### src/rtl/axi_lite_arbiter.sv
// Shares one AXI4-Lite master port between N requesters. Read and write
// channels each run their own round-robin arbiter with one outstanding transaction.
module axi_lite_arbiter #(
    parameter int N = 2
) (
    input  logic            clk,
    input  logic            reset,
    // requester write address / data / response
    input  logic [N*32-1:0] s_axi_awaddr_i,
    input  logic [N*3-1:0]  s_axi_awprot_i,
    input  logic [N-1:0]    s_axi_awvalid_i,
    output logic [N-1:0]    s_axi_awready_o,
    input  logic [N*32-1:0] s_axi_wdata_i,
    input  logic [N*4-1:0]  s_axi_wstrb_i,
    input  logic [N-1:0]    s_axi_wvalid_i,
    output logic [N-1:0]    s_axi_wready_o,
    output logic [N*2-1:0]  s_axi_bresp_o,
    output logic [N-1:0]    s_axi_bvalid_o,
    input  logic [N-1:0]    s_axi_bready_i,
    // requester read address / data
    input  logic [N*32-1:0] s_axi_araddr_i,
    input  logic [N*3-1:0]  s_axi_arprot_i,
    input  logic [N-1:0]    s_axi_arvalid_i,
    output logic [N-1:0]    s_axi_arready_o,
    output logic [N*32-1:0] s_axi_rdata_o,
    output logic [N*2-1:0]  s_axi_rresp_o,
    output logic [N-1:0]    s_axi_rvalid_o,
    input  logic [N-1:0]    s_axi_rready_i,
    // shared master port
    output logic [31:0]     m_axi_awaddr_o,
    output logic [2:0]      m_axi_awprot_o,
    output logic            m_axi_awvalid_o,
    input  logic            m_axi_awready_i,
    output logic [31:0]     m_axi_wdata_o,
    output logic [3:0]      m_axi_wstrb_o,
    output logic            m_axi_wvalid_o,
    input  logic            m_axi_wready_i,
    input  logic [1:0]      m_axi_bresp_i,
    input  logic            m_axi_bvalid_i,
    output logic            m_axi_bready_o,
    output logic [31:0]     m_axi_araddr_o,
    output logic [2:0]      m_axi_arprot_o,
    output logic            m_axi_arvalid_o,
    input  logic            m_axi_arready_i,
    input  logic [31:0]     m_axi_rdata_i,
    input  logic [1:0]      m_axi_rresp_i,
    input  logic            m_axi_rvalid_i,
    output logic            m_axi_rready_o
);

    localparam int GW = (N > 1) ? $clog2(N) : 1;

    typedef enum logic [1:0] {
        W_IDLE = 2'd0,
        W_ADDR = 2'd1,
        W_RESP = 2'd2
    } w_state_e;

    typedef enum logic [1:0] {
        R_IDLE = 2'd0,
        R_ADDR = 2'd1,
        R_DATA = 2'd2
    } r_state_e;

    // Lowest requesting index at or above ptr; otherwise wrap to the lowest requesting index.
    function automatic logic [GW-1:0] rr_pick(input logic [N-1:0] req, input logic [GW-1:0] ptr);
        logic [GW-1:0] pick_any;
        logic [GW-1:0] pick_hi;
        logic          hit_hi;
        pick_any = {GW{1'b0}};
        pick_hi  = {GW{1'b0}};
        hit_hi   = 1'b0;
        for (int i = N - 1; i >= 0; i--) begin
            if (req[i]) begin
                pick_any = GW'(i);
                if (GW'(i) >= ptr) begin
                    pick_hi = GW'(i);
                    hit_hi  = 1'b1;
                end
            end
        end
        return hit_hi ? pick_hi : pick_any;
    endfunction

    function automatic logic [GW-1:0] wrap_inc(input logic [GW-1:0] g);
        return (g == GW'(N - 1)) ? {GW{1'b0}} : g + GW'(1);
    endfunction

    w_state_e      w_state_q;
    logic [GW-1:0] w_grant_q;
    logic [GW-1:0] w_ptr_q;
    logic          aw_done_q;
    logic          w_done_q;
    r_state_e      r_state_q;
    logic [GW-1:0] r_grant_q;
    logic [GW-1:0] r_ptr_q;

    logic [31:0] awaddr_a [N];
    logic [2:0]  awprot_a [N];
    logic [31:0] wdata_a  [N];
    logic [3:0]  wstrb_a  [N];
    logic [31:0] araddr_a [N];
    logic [2:0]  arprot_a [N];

    logic w_addr_ph_s;
    logic w_resp_ph_s;
    logic r_addr_ph_s;
    logic r_data_ph_s;
    logic aw_hs_s;
    logic w_hs_s;
    logic b_hs_s;
    logic ar_hs_s;
    logic r_hs_s;

    // Split the flat requester buses into per-requester slices
    always_comb begin
        for (int i = 0; i < N; i++) begin
            awaddr_a[i] = s_axi_awaddr_i[i*32 +: 32];
            awprot_a[i] = s_axi_awprot_i[i*3 +: 3];
            wdata_a[i]  = s_axi_wdata_i[i*32 +: 32];
            wstrb_a[i]  = s_axi_wstrb_i[i*4 +: 4];
            araddr_a[i] = s_axi_araddr_i[i*32 +: 32];
            arprot_a[i] = s_axi_arprot_i[i*3 +: 3];
        end
    end

    assign w_addr_ph_s = (w_state_q == W_ADDR);
    assign w_resp_ph_s = (w_state_q == W_RESP);
    assign r_addr_ph_s = (r_state_q == R_ADDR);
    assign r_data_ph_s = (r_state_q == R_DATA);

    // Master request side is steered from the granted slice; done flags stop a second AW/W beat.
    assign m_axi_awvalid_o = w_addr_ph_s & s_axi_awvalid_i[w_grant_q] & ~aw_done_q;
    assign m_axi_awaddr_o  = w_addr_ph_s ? awaddr_a[w_grant_q] : 32'h0000_0000;
    assign m_axi_awprot_o  = w_addr_ph_s ? awprot_a[w_grant_q] : 3'b000;
    assign m_axi_wvalid_o  = w_addr_ph_s & s_axi_wvalid_i[w_grant_q] & ~w_done_q;
    assign m_axi_wdata_o   = w_addr_ph_s ? wdata_a[w_grant_q] : 32'h0000_0000;
    assign m_axi_wstrb_o   = w_addr_ph_s ? wstrb_a[w_grant_q] : 4'h0;
    assign m_axi_bready_o  = w_resp_ph_s & s_axi_bready_i[w_grant_q];

    assign m_axi_arvalid_o = r_addr_ph_s & s_axi_arvalid_i[r_grant_q];
    assign m_axi_araddr_o  = r_addr_ph_s ? araddr_a[r_grant_q] : 32'h0000_0000;
    assign m_axi_arprot_o  = r_addr_ph_s ? arprot_a[r_grant_q] : 3'b000;
    assign m_axi_rready_o  = r_data_ph_s & s_axi_rready_i[r_grant_q];

    assign aw_hs_s = m_axi_awvalid_o & m_axi_awready_i;
    assign w_hs_s  = m_axi_wvalid_o & m_axi_wready_i;
    assign b_hs_s  = m_axi_bvalid_i & m_axi_bready_o;
    assign ar_hs_s = m_axi_arvalid_o & m_axi_arready_i;
    assign r_hs_s  = m_axi_rvalid_i & m_axi_rready_o;

    // Per-requester readies and responses; everything outside the grant stays at zero
    always_comb begin
        for (int i = 0; i < N; i++) begin
            s_axi_awready_o[i]       = w_addr_ph_s & (w_grant_q == GW'(i)) & m_axi_awready_i & ~aw_done_q;
            s_axi_wready_o[i]        = w_addr_ph_s & (w_grant_q == GW'(i)) & m_axi_wready_i & ~w_done_q;
            s_axi_bvalid_o[i]        = w_resp_ph_s & (w_grant_q == GW'(i)) & m_axi_bvalid_i;
            s_axi_bresp_o[i*2 +: 2]  = (w_resp_ph_s && (w_grant_q == GW'(i))) ? m_axi_bresp_i : 2'b00;
            s_axi_arready_o[i]       = r_addr_ph_s & (r_grant_q == GW'(i)) & m_axi_arready_i;
            s_axi_rvalid_o[i]        = r_data_ph_s & (r_grant_q == GW'(i)) & m_axi_rvalid_i;
            s_axi_rdata_o[i*32 +: 32] = (r_data_ph_s && (r_grant_q == GW'(i))) ? m_axi_rdata_i : 32'h0000_0000;
            s_axi_rresp_o[i*2 +: 2]  = (r_data_ph_s && (r_grant_q == GW'(i))) ? m_axi_rresp_i : 2'b00;
        end
    end

    // Write channel: arbitrate on awvalid, track AW/W completion in any order, wait for B
    always_ff @(posedge clk or posedge reset) begin
        if (reset) begin
            w_state_q <= W_IDLE;
            w_grant_q <= {GW{1'b0}};
            w_ptr_q   <= {GW{1'b0}};
            aw_done_q <= 1'b0;
            w_done_q  <= 1'b0;
        end else begin
            case (w_state_q)
                W_IDLE: begin
                    aw_done_q <= 1'b0;
                    w_done_q  <= 1'b0;
                    if (|s_axi_awvalid_i) begin
                        w_grant_q <= rr_pick(s_axi_awvalid_i, w_ptr_q);
                        w_state_q <= W_ADDR;
                    end
                end
                W_ADDR: begin
                    if (aw_hs_s) begin
                        aw_done_q <= 1'b1;
                    end
                    if (w_hs_s) begin
                        w_done_q <= 1'b1;
                    end
                    if ((aw_done_q | aw_hs_s) & (w_done_q | w_hs_s)) begin
                        w_state_q <= W_RESP;
                    end
                end
                W_RESP: begin
                    if (b_hs_s) begin
                        w_ptr_q   <= wrap_inc(w_grant_q);
                        w_state_q <= W_IDLE;
                    end
                end
                default: w_state_q <= W_IDLE;
            endcase
        end
    end

    // Read channel: arbitrate on arvalid, forward AR, then hold grant until the R beat completes
    always_ff @(posedge clk or posedge reset) begin
        if (reset) begin
            r_state_q <= R_IDLE;
            r_grant_q <= {GW{1'b0}};
            r_ptr_q   <= {GW{1'b0}};
        end else begin
            case (r_state_q)
                R_IDLE: begin
                    if (|s_axi_arvalid_i) begin
                        r_grant_q <= rr_pick(s_axi_arvalid_i, r_ptr_q);
                        r_state_q <= R_ADDR;
                    end
                end
                R_ADDR: begin
                    if (ar_hs_s) begin
                        r_state_q <= R_DATA;
                    end
                end
                R_DATA: begin
                    if (r_hs_s) begin
                        r_ptr_q   <= wrap_inc(r_grant_q);
                        r_state_q <= R_IDLE;
                    end
                end
                default: r_state_q <= R_IDLE;
            endcase
        end
    end

endmodule

### config.mk
export PLATFORM = sky130hd
export DESIGN_NAME = axi_lite_arbiter
export DESIGN_NICKNAME = d
export VERILOG_FILES = /design/src/rtl/axi_lite_arbiter.sv
export SDC_FILE = /design/constraint.sdc
export NUM_CORES = 1
export LEC_CHECK = 0
export ABC_AREA = 1
export CAP_MARGIN = 15
export CORE_AREA = 5 5 172 174
export CTS_CLUSTER_DIAMETER = 80
export CTS_CLUSTER_SIZE = 28
export DETAILED_ROUTE_END_ITERATION = 10
export DIE_AREA = 0 0 177 179
export HOLD_SLACK_MARGIN = 0.15
export PLACE_DENSITY_LB_ADDON = 0.08
export SLEW_MARGIN = 20
export SYNTH_ARGS = -nofsm -noshare
export SYNTH_HDL_FRONTEND = slang
export SYNTH_SLANG_ARGS = --single-unit
### constraint.sdc
create_clock -name clk -period 3.1 [get_ports clk]
set_clock_uncertainty 0.2 [all_clocks]
set_input_delay 0.62 -clock clk [delete_from_list [all_inputs] [get_ports clk]]
set_output_delay 0.62 -clock clk [all_outputs]
set_load 0.01 [all_outputs]
## Word-level counts from Yosys, hierarchy flattened

Index checks and enable logic that the tools add are counted.

- Bits in registers: 10
- Input port bits: 265
- Output and inout port bits: 193
- Logic and storage cells: 166

- Add/subtract/negate cells: 2
- Order comparisons: 8
- Equal/unequal tests: 12
- Muxes and demuxes: 76
- Bitwise logic cells: 43
- Reductions and logical operators: 17

Operators with widths:

| cell | count |
|---|---|
| $mux 32 | 14 |
| $mux 1 | 36 |
| $and 1x1->1 | 35 |
| $mux 3 | 8 |
| $mux 2 | 10 |
| $mux 4 | 4 |
| $ne 2x1->1 const B | 6 |
| $pmux 2 s3 | 2 |
| $reduce_and 2->1 | 6 |
| $reduce_and 3->1 | 2 |
| $eq 2x1->1 const B | 2 |
| $eq 2x2->1 const B | 2 |
| $ge 1x1->1 const A | 4 |
| $ge 2x2->1 const B | 2 |
| $logic_and 1x1->1 | 4 |
| $logic_not 2->1 | 2 |
| $lt 1x2->1 const B | 2 |
| $ne 2x2->1 const B | 2 |
| $not 1->1 | 4 |
| $not 1->2 | 2 |
| $pmux 1 s2 | 2 |
| $reduce_or 2->1 | 2 |
| $add 1x1->1 const B | 2 |
| $or 1x1->1 | 2 |
| $reduce_bool 2->1 | 1 |

## Depth between registers and ports, before layout

- Depth in word-level cells: 9
- Depth in mapped cells: 8
- Mapped depth without buffers: 8

## Worst setup path before layout

OpenSTA, ideal clock, no wires.

- Path type: register to output
- From: register w_grant_q
- To: output m_axi_awaddr_o[10]
- Arrival: 1078 ps
- Required time: 2280 ps
- Path slack: 1202 ps
- Stages on the path, launching flop included: 6
- Buffers on the path: 2
- Cell sequence: dfrtp_1 inv_2 buf_4 buf_2 nand2_1 a21oi_1

- Word-level cells in the longest chain between the ends: 5

Ends and longest elaborated chain:

| what | line | source |
|---|---|---|
| from (decl) | 90 | `logic [GW-1:0] w_grant_q;` |
| from (signal assigned) | 170 | `w_grant_q <= {GW{1'b0}};` |
| from (signal assigned) | 180 | `w_grant_q <= rr_pick(s_axi_awvalid_i, w_ptr_q);` |
| $not 1->2 (implied by the code) | 134 | `assign m_axi_awaddr_o = w_addr_ph_s ? awaddr_a[w_grant_q] : 32'h0000_0000;` |
| $mux 32 (implied by the code) (3 in a row) | 134 |  |
| $mux 32 | 134 |  |
| to (decl) | 30 | `output logic [31:0] m_axi_awaddr_o,` |

Every way passes these cells. The select of a mux whose other input is x is not followed.

## Final worst setup path

- From: register w_grant_q
- To: output m_axi_wdata_o[16]

- Word-level cells in the longest chain between the ends: 5

Ends and longest elaborated chain:

| what | line | source |
|---|---|---|
| $not 1->2 (implied by the code) | 137 | `assign m_axi_wdata_o = w_addr_ph_s ? wdata_a[w_grant_q] : 32'h0000_0000;` |
| $mux 32 (implied by the code) (3 in a row) | 137 |  |
| $mux 32 | 137 |  |
| to (decl) | 34 | `output logic [31:0] m_axi_wdata_o,` |

Every way passes these cells. The select of a mux whose other input is x is not followed.

==> results.md <==
- The run finished with clean final reports.
- The number of buffers added to fix hold violations after cts is 0.
- For this run, the post-layout net count is roughly 1.3k.
- The largest buffer count on any clock path is 2.
- Summed over its instances, the top area cell type makes up slightly below 30% of the synthesized netlist area.
- The number of warnings issued by yosys is 0.
- The endpoint arrival time on the critical path is between 2000 and 2500 ps.
- The later pin in the worst-skew pair is clocked with a latency of between 200 and 250 ps.
- The met3 track utilization from global routing is under 10%.
- The number of buffers inserted by port buffering is between 400 and 500.
- The critical path runs through a total of 6 cells.
- Setup repair after global routing left no endpoint under its margin.
- After clock tree synthesis, the clock-pin slew on the worst setup and hold paths is ~40 ps.
- The beginning of the worst register-to-register path is w_grant_q$_DFFE_PP0P_.
- On the final layout, the worst hold slack is approximately 280 ps.
- The height of the die is 179 um.
- Across the run, the number of max-cap violations was 0.
- Dividing the detail-routed via count by the number of cells gives around 3.8.
- The global-route wire length before repair is ~33000 um.
- The remaining antenna violation count after routing is 0.
- For this run, the number of standard cells in the final layout without fillers is around 1.4k.
- The buffers inserted during post-CTS setup optimization is 0.
- The mapped netlist covers roughly 2700 sq um.
- The total overflow left after global routing is 0.
- The number of instances in the synthesized netlist is between 500 and 600.
- Entering global routing, the biggest net connects 73 pins.
- After routing, the total negative slack on setup checks comes to 0 ps.
- The required time of the worst setup path is approximately 2300 ps.
- The number of antenna violations at the first check in global routing is 1.
- In this run the worst path has a maximum fanout of 28.
- The leakage power is ~3.3 nW.
- Along the worst hold path, the cell count comes to 2.
- The busiest metal layer after global routing is met2.
- The tree is rooted in a clkbuf_16.
- For hold timing, the worst endpoint is w_ptr_q$_DFFE_PP0P_.
- The floorplan die width is about 180 um.
- Once detailed placement completed, the half-perimeter wirelength came to 20400 um.
- The routed wire length per instance is approximately 17 um.
- TritonCTS built the clock tree.
- The number of buffers and inverters on the critical path is 4.
- The core area is 27600 sq um.
- The category of the worst setup path capture point is an output pin.
- In this run, post-CTS repair resized a total of 0 instances.
- The commonest cells after synthesis are 211 x nand2_1, 86 x nor2_1, 75 x a21oi_1, 75 x nand3_1, 51 x inv_1.
- The ratio of cells with drive above 1 in the final layout is 3.35%.
- The I/O pin count is 458.
- When the netlist entered floorplanning its net count stood at approximately 850.
- The post-layout utilization of the core is between 20% and 30%.
- For met2 alone, demand over resource in global routing was around 28%.
- The adder-cell area share of the yosys netlist is 0%.
- The startpoint identified for the worst hold timing path is w_ptr_q$_DFFE_PP0P_.
- Setup violations remaining at the end of the flow were counted as 0.
- Walking the worst path, the cells encountered are inv_2, buf_12, buf_4, nand2_1, a21oi_1, clkdlybuf4s50_1.
- Measured in cells, the most critical reg-to-reg path has a length of 8.
- The synthesized netlist devotes between 10% and 20% of its cell area to compound gates.
- The cell with the largest stage delay on the worst path is clkdlybuf4s50_1.
- The total track usage is a little over an eighth.
- At the end of routability-driven placement, the weighted congestion stood at between 0.7 and 0.8.
- The most used flip-flop cell after synthesis is dfrtp_1.
- The xor and xnor fraction of the mapped netlist area is 0%.
- The final-report hold violation count is 0.
- For this run, asynchronously set or reset flops after synthesis account for 100%.
- The die covers 31700 sq um.
- After Yosys synthesis, and, or, nand and nor cells account for approximately 57% of the synthesized area.
- The power density of the placed cells is roughly 650 nW/um^2.
- The min-delay analysis places its worst path in the category flop to flop.
- The number of global-route vias before repair is approximately 5.4k.
- The number of pins with negative max-slew slack in the final report is 0.
- The highest clock rate is 0.347 GHz.
- The detailed-routing iteration count for the pre-antenna-repair pass is 4.
- Global routing used 13.5% of the available met1 tracks.
- At the pin with the least slew margin, the transition time is ~450 ps.
- The storage element area is around 250 sq um.
- After synthesis the netlist holds a flip-flop and latch count of 10.
- The total instance count after detailed placement is 1389.
- The biggest cell delay along the critical path is roughly 600 ps.
- 0 antenna diodes ended up in the layout.
- Across all register-to-register paths, the minimum setup slack is 1420 ps.
- In this run the critical register-to-register path is captured at w_ptr_q$_DFFE_PP0P_.
- The TritonCTS sink count is 10.
- The post-detailed-routing wire length is 24100 um.
- In this run the tightest slew margin relative to its limit is roughly 70%.
- Compared with the post-synthesis result, the final layout area differs by 187%.
- The setup path with the least slack is of type flop to output pin.
- In this run, the number of DRC markers left after iteration 0 of detailed routing was around 220.
- The initial utilization of the core area, before any placement, comes to roughly a tenth.
- The number of remaining DRC errors is 0.
- After synthesis, the share of cell area in mux cells is 0%.
- The via count is 5280.
- By instance count, the leading cell after synthesis is nand2_1.
- Yosys attributes the largest share of cell area to nand2_1 29%, a21oi_1 14%, nand3_1 14%, nor2_1 12%, dfrtp_1 9.2%.
- Summing all multi-input logic gate instances after layout gives about 2000 sq um.
- The count of H-tree levels built during CTS is 1.
- The final period demand of the worst path is about 2900 ps.
- The main combinational cell family by area after synthesis is simple AND/OR/NAND/NOR gates.
- The share of the Yosys chip area taken by registers is a little under a tenth.
- The family of cells with the greatest summed delay on the critical path is buffers and inverters.
- Of all cell types, the one taking the most synthesized area is nand2_1.
- Counting the buffers created by CTS gives 3.
- The number of filler instances in the final layout is ~3.1k.
- The synthesized design contains 0 enable-type register cells.
- Row generation in the floorplan step produced between 60 and 70 rows.
- STA classifies the critical path startpoint as a flop.
- The period utilization is ~93%.
- The mean cell area of the mapped netlist is 4.69 sq um.
- The total power draw is between 5 and 6 mW.
- The worst voltage drop across the vdd grid is around 330 uV.
- After synthesis, the netlist uses 22 different library cells.
## registers in the layout (all words and copies together) (netlist names)
| signal | count |
|---|---|
| r_state_q | 2 |
| w_state_q | 2 |
| aw_done_q | 1 |
| r_grant_q | 1 |
| r_ptr_q | 1 |
| w_done_q | 1 |
| w_grant_q | 1 |
| w_ptr_q | 1 |
## area by class of cell
| class | instances | share of cell area [%] |
|---|---|---|
| multi-input combinational | 470 | 25.7 |
| sequential | 10 | 3.22 |
| timing repair buffer | 475 | 61.2 |
| inverter | 56 | 2.69 |
| clock buffer | 4 | 1.14 |
| tap | 378 | 6.05 |
## metal layers
| metal | vias up | share of wire (%) |
|---|---|---|
| met5 | - | 0.054 |
| met4 | 2 | 0.72 |
| met3 | 10 | 12 |
| met2 | 304 | 54 |
| met1 | 2277 | 33 |
| li1 | 2687 | - |
## cells by family (layout without fill, tap and decap cells)
group / after synthesis / after routing
and+or+nand+nor: 384 / 384
buffers and inverters: 101 / 535
AOI/OAI and AO/OA: 86 / 86
DFF: 10 / 10
## worst max path at each step
stage	start	endpoint	slack [ps]
finish	w_grant_q$_DFFE_PP0P_	m_axi_wdata_o[16]	220
global route	r_state_q[1]$_DFFE_PP0P_	s_axi_rdata_o[63]	90
CTS	w_grant_q$_DFFE_PP0P_	m_axi_wdata_o[16]	150
detailed placement	s_axi_awaddr_i[37]	m_axi_awaddr_o[5]	210
global placement	s_axi_awaddr_i[37]	m_axi_awaddr_o[5]	210
floorplan	w_grant_q$_DFFE_PP0P_	m_axi_awaddr_o[10]	1200
## metrics by stage
stage | setup WS [ps] | cell area, sq um
global route | 90.0 | 7820
global placement | 209 | 7730
floorplan | 1200 | 2720
CTS | 150 | 7820
detailed placement | 211 | 7730
finish | 220 | 7820
## power breakdown
part | switching, mW | internal (mW) | leakage, nW
clock | 0.0613 | 0.194 | 0.0442
combinational | 2.35 | 2.20 | 3.15
sequential | 0.0577 | 0.191 | 0.124
total | 2.47 | 2.58 | 3.31
## worst reg2reg max path: cells and delay by family (launching register included)
family          cells  cell delay [ps]
flops               1              420
buf+inv             2              350
compound gates      1               50
simple gates        5              540
## cell usage in the layout, fill, tap and decap left out, drive strengths merged
cell / n
a21boi: 1
a21o: 1
a21oi: 75
and2: 1
buf: 18
clkbuf: 4
clkdlybuf4s50: 457
dfrtp: 10
inv: 56
nand2: 214
nand3: 75
nor2: 89
nor3: 5
o21ai: 6
o22ai: 2
o32ai: 1
No activity file was read; power rests on OpenSTA's default activity.
